==> config.mk <==
export PLATFORM = sky130hd
export DESIGN_NAME = adc_spi_responder
export DESIGN_NICKNAME = d
export VERILOG_FILES = /design/src/rtl/adc_spi_responder.sv
export SDC_FILE = /design/constraint.sdc
export NUM_CORES = 1
export LEC_CHECK = 0
export ABC_CLOCK_PERIOD_IN_PS = 4500
export CAP_MARGIN = 20
export CORE_MARGIN = 1
export CORE_UTILIZATION = 60
export DETAILED_ROUTE_END_ITERATION = 16
export DONT_BUFFER_PORTS = 1
export PLACE_DENSITY = 0.86
export RECOVER_POWER = 100
export SLEW_MARGIN = 40
export SYNTH_ARGS = -nofsm -noshare
export SYNTH_HDL_FRONTEND = slang
export SYNTH_SLANG_ARGS = --single-unit
==> constraint.sdc <==
create_clock -name clk -period 4.5 [get_ports clk]
set_clock_uncertainty 0.15 [all_clocks]
set_input_delay 0.675 -clock clk [delete_from_list [all_inputs] [get_ports clk]]
set_output_delay 0.675 -clock clk [all_outputs]
set_load 0.01 [all_outputs]
==> src/rtl/adc_spi_responder.sv <==
// Serial ADC responder emulating an MCP3201-style 12-bit SPI converter.
// Oversamples the master's chip select and serial clock on the system clock
// and serves a held parallel sample as: null bit, MSB-first word, then an
// LSB-first retransmission of B1..B(W-1), followed by zeros.
module adc_spi_responder #(
    parameter int DATA_WIDTH  = 12,
    parameter int SYNC_STAGES = 2
) (
    input  logic                  clk,
    input  logic                  reset,
    input  logic                  cs_n,
    input  logic                  sclk,
    input  logic [DATA_WIDTH-1:0] sample_in,
    input  logic                  sample_valid,
    output logic                  data_out,
    output logic                  data_oe,
    output logic                  busy,
    output logic                  frame_done,
    output logic                  frame_abort
);

    localparam int N_MAX    = 31;
    localparam int MSB_LAST = DATA_WIDTH + 2;
    localparam int LSB_LAST = 2 * DATA_WIDTH + 1;

    typedef enum logic [1:0] {
        IDLE,
        SAMPLE,
        SHIFT
    } state_t;

    logic [SYNC_STAGES-1:0] cs_sync;
    logic [SYNC_STAGES-1:0] sclk_sync;
    logic                   cs_prev;
    logic                   sclk_prev;
    logic [SYNC_STAGES:0]   warm;
    logic                   cs_now;
    logic                   sclk_now;
    logic                   cs_fall;
    logic                   cs_rise;
    logic                   sclk_fall;
    logic                   warm_done;

    state_t                 state;
    state_t                 state_next;
    logic [4:0]             n;
    logic [4:0]             n_next;
    logic [DATA_WIDTH-1:0]  shift_reg;
    logic [DATA_WIDTH-1:0]  shift_next;
    logic [DATA_WIDTH-1:0]  hold_reg;
    logic [DATA_WIDTH-1:0]  hold_next;
    logic                   data_out_next;
    logic                   data_oe_next;
    logic                   frame_done_next;
    logic                   frame_abort_next;
    int                     n_cur;
    int                     n_inc;
    int                     bit_idx;
    logic                   data_bit;

    // Synchronizer chains plus one delayed copy for edge detection; the warm-up
    // chain marks when the delayed copies reflect the real pins after reset, so
    // the reset value of cs_n cannot fake a falling edge.
    always_ff @(posedge clk or posedge reset) begin
        if (reset) begin
            cs_sync   <= '1;
            sclk_sync <= '0;
            cs_prev   <= 1'b1;
            sclk_prev <= 1'b0;
            warm      <= '0;
        end else begin
            cs_sync   <= {cs_sync[SYNC_STAGES-2:0], cs_n};
            sclk_sync <= {sclk_sync[SYNC_STAGES-2:0], sclk};
            cs_prev   <= cs_sync[SYNC_STAGES-1];
            sclk_prev <= sclk_sync[SYNC_STAGES-1];
            warm      <= {warm[SYNC_STAGES-1:0], 1'b1};
        end
    end

    assign cs_now    = cs_sync[SYNC_STAGES-1];
    assign sclk_now  = sclk_sync[SYNC_STAGES-1];
    assign cs_fall   = cs_prev & ~cs_now;
    assign cs_rise   = ~cs_prev & cs_now;
    assign sclk_fall = sclk_prev & ~sclk_now;
    assign warm_done = warm[SYNC_STAGES];
    assign busy      = (state != IDLE);

    // State register, edge counter, sample registers and registered outputs.
    always_ff @(posedge clk or posedge reset) begin
        if (reset) begin
            state       <= IDLE;
            n           <= '0;
            shift_reg   <= '0;
            hold_reg    <= '0;
            data_out    <= 1'b0;
            data_oe     <= 1'b0;
            frame_done  <= 1'b0;
            frame_abort <= 1'b0;
        end else begin
            state       <= state_next;
            n           <= n_next;
            shift_reg   <= shift_next;
            hold_reg    <= hold_next;
            data_out    <= data_out_next;
            data_oe     <= data_oe_next;
            frame_done  <= frame_done_next;
            frame_abort <= frame_abort_next;
        end
    end

    // Next-state logic: frame start copies the sample (bypassing the hold register
    // on a coincident strobe), each sclk fall picks the bit for the new count, and
    // a cs_n rise ends the frame, winning over a same-cycle sclk fall.
    always_comb begin
        state_next       = state;
        n_next           = n;
        shift_next       = shift_reg;
        hold_next        = hold_reg;
        data_out_next    = data_out;
        data_oe_next     = data_oe;
        frame_done_next  = 1'b0;
        frame_abort_next = 1'b0;
        n_cur            = {27'd0, n};
        n_inc            = 0;
        bit_idx          = 0;
        data_bit         = 1'b0;

        if (sample_valid) begin
            hold_next = sample_in;
        end

        case (state)
            IDLE: begin
                data_oe_next  = 1'b0;
                data_out_next = 1'b0;
                if (cs_fall && warm_done) begin
                    state_next = SAMPLE;
                    n_next     = '0;
                    shift_next = sample_valid ? sample_in : hold_reg;
                end
            end
            SAMPLE, SHIFT: begin
                if (cs_rise) begin
                    state_next    = IDLE;
                    data_oe_next  = 1'b0;
                    data_out_next = 1'b0;
                    if (n_cur >= MSB_LAST) begin
                        frame_done_next = 1'b1;
                    end else begin
                        frame_abort_next = 1'b1;
                    end
                end else if (sclk_fall && !cs_now) begin
                    n_inc  = (n_cur >= N_MAX) ? N_MAX : n_cur + 1;
                    n_next = n_inc[4:0];
                    if (n_inc >= 2) begin
                        if (n_inc >= 3 && n_inc <= MSB_LAST) begin
                            bit_idx = MSB_LAST - n_inc;
                        end else if (n_inc > MSB_LAST && n_inc <= LSB_LAST) begin
                            bit_idx = n_inc - 2 - DATA_WIDTH;
                        end else begin
                            bit_idx = -1;
                        end
                        for (int b = 0; b < DATA_WIDTH; b++) begin
                            if (b == bit_idx) begin
                                data_bit = shift_reg[b];
                            end
                        end
                        state_next    = SHIFT;
                        data_oe_next  = 1'b1;
                        data_out_next = data_bit;
                    end
                end
            end
            default: begin
                state_next = IDLE;
            end
        endcase
    end

endmodule

== After elaboration in Yosys (flattened, before gate mapping) ==
Cells that the tools add are included.

* Flip-flop bits (word level): 44
* Bits of input ports: 17
* Output and inout bits: 5
* Logic and storage cells: 105

* $add $sub $neg: 4
* Magnitude comparators: 7
* Equal/unequal tests: 18
* Mux-type cells: 43
* Bitwise logic cells: 6
* Reductions and logical operators: 14

{| class="wikitable"
|+ Operators by type and width
! operator !! count
|-
| 2-to-1 mux 32 bit || 6
|-
| == test 4 x 32 -> 1 bit (first input constant) || 4
|-
| == test 5 x 32 -> 1 bit (first input constant) || 4
|-
| == test 3 x 32 -> 1 bit (first input constant) || 2
|-
| == test 2 x 32 -> 1 bit (first input constant) || 1
|-
| logical NOT 32 bit || 1
|-
| 2-to-1 mux 1 bit || 24
|-
| 2-to-1 mux 5 bit || 3
|-
| >= comparator 6 x 2 -> 1 bit (second input constant) || 2
|-
| 2-to-1 mux 12 bit || 1
|-
| case mux 5 bit (2 select lines) || 1
|-
| 2-to-1 mux 2 bit || 4
|-
| subtractor 7 x 5 -> 8 bit (second input constant) || 1
|-
| subtractor 4 x 6 -> 7 bit (first input constant) || 1
|-
| subtractor 6 x 2 -> 7 bit (second input constant) || 1
|-
| adder 5 x 1 -> 6 bit (second input constant) || 1
|-
| > comparator 6 x 4 -> 1 bit (second input constant) || 1
|-
| <= comparator 6 x 4 -> 1 bit (second input constant) || 1
|-
| <= comparator 6 x 5 -> 1 bit (second input constant) || 1
|-
| 2-to-1 mux 6 bit || 1
|-
| inequality test 2 bit (second input constant) || 3
|-
| inequality test 3 bit (second input constant) || 2
|-
| AND reduction 3 bit || 2
|-
| >= comparator 5 x 4 -> 1 bit (second input constant) || 1
|-
| 14 further kinds || 23
|}

== Longest topological paths before layout ==
Gate-level depths: netlist of the first run.

* Word-level depth: 27
* Mapped depth: 16
* Depth with buffers taken out: 16

== Worst setup path after synthesis of the first run ==
Ideal clock, no wire load.

* Path kind: flip-flop to flip-flop
* Start point: register n[0]
* End point: register data_out
* Library setup time: 0.126 ns
* Arrival time: 3.584 ns
* Data required time: 4.224 ns
* Path slack: 0.640 ns
* Stages on the path, launching flop included: 15
* Path buffers: 0
* Period minus slack after synthesis: 3.860 ns
* Cell sequence: dfrtp_1 ha_1 and3_2 ha_1 a31oi_2 nand2_1 ha_1 a21oi_2 o211ai_2 and2_1 a21oi_2 mux2_4 o21a_1 o211a_1 a221o_1

* Cells in the longest elaborated chain, start to end: 27
* Elaborated cells between the ends (all ways): 49
* Those cells by class: 4 x add/sub; 6 x order compare; 12 x eq/ne; 23 x mux; 4 x reduce/logical

{| class="wikitable"
|+ Ends and longest elaborated chain
! what !! line !! RTL
|-
| start: declaration || 46 || <nowiki>logic [4:0] n;</nowiki>
|-
| start signal: assignment || 101 || <nowiki>n <= n_next;</nowiki>
|-
| adder 5 x 1 -> 6 bit or >= comparator 5 bit (tied branches) || 153 || <nowiki>n_inc = (n_cur >= N_MAX) ? N_MAX : n_cur + 1;</nowiki>
|-
| 2-to-1 mux 6 bit * || 153 ||
|-
| subtractor 6 x 2 -> 7 bit (tied with other cells) || 159 || <nowiki>bit_idx = n_inc - 2 - DATA_WIDTH;</nowiki>
|-
| subtractor 7 x 5 -> 8 bit or logical AND 1 bit (tied branches) || 159, 158 ||
|-
| 2-to-1 mux 32 bit || 158 || <nowiki>end else if (n_inc > MSB_LAST && n_inc <= LSB_LAST) begin</nowiki>
|-
| 2-to-1 mux 32 bit || 156 || <nowiki>if (n_inc >= 3 && n_inc <= MSB_LAST) begin</nowiki>
|-
| 2-to-1 mux 32 bit || 155 || <nowiki>if (n_inc >= 2) begin</nowiki>
|-
| 2-to-1 mux 32 bit || 152 || <nowiki>end else if (sclk_fall && !cs_now) begin</nowiki>
|-
| 2-to-1 mux 32 bit || 143 || <nowiki>if (cs_rise) begin</nowiki>
|-
| 2-to-1 mux 32 bit || 132 || <nowiki>case (state)</nowiki>
|-
| logical NOT 32 bit || 164 || <nowiki>if (b == bit_idx) begin</nowiki>
|-
| 2-to-1 mux 1 bit (12 in series) || 164 ||
|-
| 2-to-1 mux 1 bit || 155 ||
|-
| 2-to-1 mux 1 bit || 152 ||
|-
| 2-to-1 mux 1 bit || 143 ||
|-
| case mux 1 bit (2 select lines) || 132 ||
|-
| end signal: assignment || 104 || <nowiki>data_out <= data_out_next;</nowiki>
|-
| end: declaration || 15 || <nowiki>output logic data_out,</nowiki>
|}

Mark *: on every way between the ends. The rest lies on a longest branch, timed or not. The select of a mux whose other input is x is not followed.
A chain may end at the register's enable or synchronous reset.

== Worst setup path in the final report of the first run ==
Ends and elaborated chain as after synthesis.

==> metrics, run 1 <==
TritonRoute pass-1 iters=4; endpoint kind of the worst setup timing path=flop; routed via count divided by cell count=roughly 6.5; hold_buf cts=0; CP max FO=8; max frequency=around 0.24 GHz; most used standard cells in the synthesized netlist=dfrtp_1, mux2_2, inv_1; overall routing resource usage=0.2664; Vias=between 1,500 and 2,000; clock sink count=44; clock edge transition at the registers on the reported setup and hold paths=about 0.09 ns; area of the core region=slightly above 0.004 sq mm; PostCTS Resize Cnt=0; worst path bufs/invs=0; total grt overflow=0; overall routed net length=~5.3 mm; cell type contributing the most total cell area after synthesis=dfrtp_1; buffers added on ports=0; count of inserted antenna diode cells=0; Die Footprint=0.004512 sq mm; Skew-Pair Late Insertion Delay=about 0.30 ns; Area growth syn-to-layout=5.057%; met1 wire length=~2.3 mm; sum of negative setup slack=0 ns; remaining design rule violation count=0; sequential element share of the synthesized area=0.4335; unrepaired setup endpoints after global routing=no; number of different library cells in the post-synthesis netlist=between 60 and 70; Top Layer Used=met4; final setup margin=between 0.2 and 0.3 ns; flip-flop and latch count after synthesis=44; required time reported for the critical path endpoint=roughly 4.6 ns; leakage power total=0.001206 uW; cts bufs inserted=5; sequential cell area=about 0.0011 sq mm; slew margin rel.=-0.5123; area share of the largest cell type after synthesis=0.4026; mapped cell area=0.002549 sq mm; net count after synthesis=258; Boundary Pins=22; Critical Path Start Type=flop; failing checks=max-capacitance violations, max-slew violations; share of synthesized flip-flops with an asynchronous set or reset=1.000; DIE HEIGHT=67.18 microns; most repeated library cell on the critical path=ha_1; via count of the first global-routing pass=about 1,800; number of enable-type register cells in the synthesized netlist=0; synthesized instance count=roughly 230; cell at the root of the clock tree=clkbuf_8; largest vdd supply drop=approximately 0.44 mV; result of the run=complete, but fails checks; wire per inst=19.04 microns; Layout Nets=258; maximum number of buffers from clock root to sink=2; maxcap violations=1; Worst Path Class, Setup=flop to flop; Initial Util=0.6326; last weighted congestion value of the routability-driven placer=0.9519; placement-stage worst setup slack=~0.22 ns; average footprint of a synthesized cell=between 10 and 15 sq um; antenna violations before repair=0; CP delay by family, top=compound AO/OA/AOI/OAI gates; CTS H-Tree Depth=2; # rows=23; global-route wire length before repair=approximately 8.6 mm; Cell Pwr Density=~650 mW/mm^2; flip-flop cell with the highest count after synthesis=dfrtp_1; chip width=about 67 microns; final count of pins violating max slew=between 40 and 50; maximum single-stage delay on the critical path=0.49 ns; violation count after the first detailed-routing iteration=176; cell with the most instances after synthesis=dfrtp_1; residual antenna-violating net count after detailed routing=0; area taken by multi-input logic gates=~0.0013 sq mm; number of setup buffers added after CTS=0; wire length on met2=~2.6 mm; maximum number of pins on one net before global-route repair=between 40 and 50; transition time at the pin with the least slew margin=between 2 and 2.5 ns; worst hold path type=flop to flop; total setup violations reported at the end of the flow=0; top post-synthesis cells by area=dfrtp_1, mux2_2, ha_1; Final Hold Violating Endpoints=0; post-DP HPWL=~3.9 mm; share of post-route cells with drive strength above 1=0.2227; CP max stage cell=dfrtp_1; amount of wire on met3 after detailed routing=roughly 300 microns; Filler Cells Inserted=between 300 and 400; arrival time of the worst setup path=4.25 ns; post-route minimum period=between 4 and 5 ns; final cycle utilization of the critical path=0.9346; TritonCTS clock tree=built; critical path cell sequence=ha_1 > and3_2 > ha_1 > a31oi_2 > nand2_2 > ha_1 > a21oi_2 > o21ai_0 > a32o_2 > a22oi_4 > mux2i_1 > o221ai_1 > o211a_1 > a221o_1; count of warnings emitted by yosys=0
==> where the power goes <==
group,switching [uW],leakage (uW),internal (uW)
logic,507,0.000613,355
clock network,143,0.0000614,182
registers,78.6,0.000532,488
total,728,0.00121,1020
==> worst register-to-register path, stage by stage, from the launching register on <==
cell	delay, ns
dfrtp_1	0.49
ha_1	0.34
and3_2	0.24
ha_1	0.23
a31oi_2	0.30
nand2_2	0.21
ha_1	0.28
a21oi_2	0.15
o21ai_0	0.17
a32o_2	0.34
a22oi_4	0.31
mux2i_1	0.25
o221ai_1	0.14
o211a_1	0.24
a221o_1	0.26
==> layout make-up <==
class / count / share of cell area
Inverter: 14 / 0.01963
Clock buffer: 6 / 0.03084
Tap cell: 50 / 0.02336
Timing Repair Buffer: 1 / 0.001402
Sequential cell: 44 / 0.4131
Multi-Input combinational cell: 162 / 0.4972
Clock inverter: 2 / 0.01449
==> placed cells by master (no fill, tap or decap), types with 4 or more instances in the layout <==
cell      count
o21ai_0       6
a21oi_1       9
mux2_1        6
ha_1         13
clkbuf_8      6
nand2_1      12
nor2_1       10
dfrtp_1      40
nand3_1       4
a22o_1        5
inv_1        13
mux2_2       18
nor3_1        7
==> worst paths after layout <==
kind / start / depth (start not counted) / slack, ns / endpoint
hold reg to reg: warm[1]$_DFF_PP0_ / 0 / 0.20 / warm[2]$_DFF_PP0_
min in group asynchronous: reset / 2 / 0.94 / warm[1]$_DFF_PP0_
setup / recovery: n[0]$_DFFE_PP0P_ / 14 / 0.29 / data_out$_DFFE_PP0P_
setup reg to reg: n[0]$_DFFE_PP0P_ / 14 / 0.29 / data_out$_DFFE_PP0P_
max in group asynchronous: reset / 2 / 1.82 / n[1]$_DFFE_PP0P_
hold / removal: warm[1]$_DFF_PP0_ / 0 / 0.20 / warm[2]$_DFF_PP0_
==> cell families after synthesis <==
kind of cell | count (synthesis) | share of synthesized area
compound gates | 61 | 0.1944
fa+ha+maj | 13 | 0.06382
xor+xnor | 4 | 0.02111
other cells | 1 | 0.001471
simple gates | 55 | 0.1183
buf+inv | 22 | 0.03878
flops | 44 | 0.4335
mux | 28 | 0.1286
==> metal layers <==
metal  vias up  global-route usage
met3         8             0.06419
met4         0              0.1170
met1       910              0.3539
li1        842                   -
met2        53              0.4138
met5         -                   0
==> per-stage QoR <==
stage          total power [uW]  instances  utilization  area (sq um)  hold WS (ns)
2_1_floorplan              1238        228            -          2549        0.1812
3_3_place_gp               1376        271       0.6385          2572        0.1833
3_5_place_dp               1416        271       0.6385          2572        0.1971
4_1_cts                    1744        279       0.6686          2694        0.2080
5_1_grt                    1861        279       0.6646          2678        0.1994
6_report                   1753        279       0.6646          2678        0.2046
Power figures use the tool's default switching activity.
==> inputs of run 2 (changes only) <==
--- a/config.mk
+++ b/config.mk
@@ -11,9 +11,10 @@
 export CORE_UTILIZATION = 60
 export DETAILED_ROUTE_END_ITERATION = 16
 export DONT_BUFFER_PORTS = 1
+export MAX_ROUTING_LAYER = met4
 export PLACE_DENSITY = 0.86
 export RECOVER_POWER = 100
-export SLEW_MARGIN = 40
+export SLEW_MARGIN = 10
 export SYNTH_ARGS = -nofsm -noshare
 export SYNTH_HDL_FRONTEND = slang
 export SYNTH_SLANG_ARGS = --single-unit
==> run 2 against run 1 <==
The run still ends with max-capacitance violations, max-slew violations left. Final cell count stayed put. Worst hold slack hardly changed. Global-route usage is 0.65 points higher. Count of clock-buffer cells in the layout stayed put. Final area stayed put. First-iteration DRC count is 22% higher. Die area stayed put. Sequential power hardly changed. Sequential share of layout area stayed put.
==> metrics, run 2 (same netlist as run 1, synthesis figures left out) <==
Critical Path Start Type=flop; total grt overflow=0; hold slack=0.2041 ns; cell area after layout=0.002678 sq mm; result of the run=complete, but fails checks; Area growth syn-to-layout=5.057%; final setup margin=slightly below 0.3 ns; overall routed net length=around 5.3 mm; area taken by multi-input logic gates=about 0.0013 sq mm; placement-stage worst setup slack=approximately 0.22 ns; worst hold path type=flop to flop; wire per inst=roughly 19 microns; Worst Path Class, Setup=flop to flop; end-of-flow core utilization=0.6646; count of inserted antenna diode cells=0; area of the core region=just over 0.004 sq mm; failing checks=max-capacitance violations, max-slew violations; Die Footprint=about 0.0045 sq mm; busiest grt layer=met2; buffers added on ports=0; share of post-route cells with drive strength above 1=0.2227; post-DP HPWL=3.855 mm; Skew-Pair Late Insertion Delay=approximately 0.3 ns; total setup violations reported at the end of the flow=0; TritonRoute pass-1 iters=5; most frequent standard cell in the layout excluding fill and tap cells=dfrtp_1; largest vdd supply drop=0.4395 mV; final cycle utilization of the critical path=0.9350; global-route wire length before repair=roughly 8.6 mm; met2 track utilization from global routing=0.4163; number of setup buffers added after CTS=0; sequential cell area=0.001106 sq mm; Vias=roughly 1,800; violation count after the first detailed-routing iteration=roughly 220; sum of negative setup slack=0 ns; unrepaired setup endpoints after global routing=no; leakage power total=0.001206 uW; maximum number of buffers from clock root to sink=2; Cell Pwr Density=around 650 mW/mm^2; cell at the root of the clock tree=clkbuf_8; Final Hold Violating Endpoints=0; PostCTS Resize Cnt=0; post-route minimum period=around 4.2 ns; DIE HEIGHT=67.18 microns; CP max FO=8; clock sink count=44; global routing met3 resource utilization=0.06081; max frequency=between 0.2 and 0.25 GHz; GR Layer Usage met1=0.3495; # rows=23; slew margin rel.=-0.5168; routed via count divided by cell count=around 6.5; remaining design rule violation count=0; last weighted congestion value of the routability-driven placer=around 0.97; required time reported for the critical path endpoint=around 4.5 ns; arrival time of the worst setup path=around 4.3 ns; antenna violations before repair=0; via count of the first global-routing pass=around 1,800; cts bufs inserted=5; Initial Util=0.6326; maxcap violations=1; Filler Cells Inserted=310; residual antenna-violating net count after detailed routing=0; CTS H-Tree Depth=2; final count of pins violating max slew=45; Layout Nets=approximately 260; Placement Cell Area=0.002572 sq mm; transition time at the pin with the least slew margin=2.275 ns; Boundary Pins=22; hold_buf cts=0; overall routing resource usage=0.2729; chip width=between 60 and 70 microns; top library cells by usage in the layout, fill and taps aside=dfrtp_1, mux2_2, inv_1, ha_1, nand2_1; endpoint kind of the worst setup timing path=flop; maximum number of pins on one net before global-route repair=45; clock edge transition at the registers on the reported setup and hold paths=around 0.09 ns; TritonCTS clock tree=built
-- run 2: worst paths after layout --
path	slack (ns)	startpoint	endpoint	depth (start not counted)
max	0.29	n[0]$_DFFE_PP0P_	data_out$_DFFE_PP0P_	14
min	0.20	warm[1]$_DFF_PP0_	warm[2]$_DFF_PP0_	0
max reg2reg	0.29	n[0]$_DFFE_PP0P_	data_out$_DFFE_PP0P_	14
min reg2reg	0.20	warm[1]$_DFF_PP0_	warm[2]$_DFF_PP0_	0
max in group asynchronous	1.81	reset	n[1]$_DFFE_PP0P_	2
min in group asynchronous	0.94	reset	sclk_sync[1]$_DFF_PP0_	2
-- run 2: metal layers --
layer | vias to the layer above | share of wire
met3 | 10 | 0.063
met5 | - | 0
met2 | 54 | 0.50
met4 | 0 | 0.020
li1 | 836 | -
met1 | 906 | 0.42
-- run 2: where the power goes --
| part | switching [uW] | internal, uW | leakage (uW) |
|---|---|---|---|
| clock network | 141 | 182 | 0.0000614 |
| logic | 508 | 355 | 0.000613 |
| registers | 78.5 | 488 | 0.000532 |
| total | 728 | 1020 | 0.00121 |
-- run 2: final cells by class --
class,count,area share
multi-input combinational,162,0.4972
sequential,44,0.4131
clock buffer,6,0.03084
tap,50,0.02336
inverter,14,0.01963
clock inverter,2,0.01449
timing repair buffer,1,0.001402
-- run 2: metrics by stage --
stage / power [uW] / std cells
after floorplan: 1238 / 228
after global placement: 1376 / 271
after detailed placement: 1416 / 271
after CTS: 1744 / 279
after global routing: 1859 / 279
final: 1752 / 279
-- run 2: critical path, cell delays in order, from the launching register on --
cell and delay, ns:
dfrtp_1 0.49, ha_1 0.34, and3_2 0.24, ha_1 0.23, a31oi_2 0.30, nand2_2 0.21
ha_1 0.27, a21oi_2 0.15, o21ai_0 0.16, a32o_2 0.34, a22oi_4 0.31, mux2i_1 0.25
o221ai_1 0.15, o211a_1 0.24, a221o_1 0.26
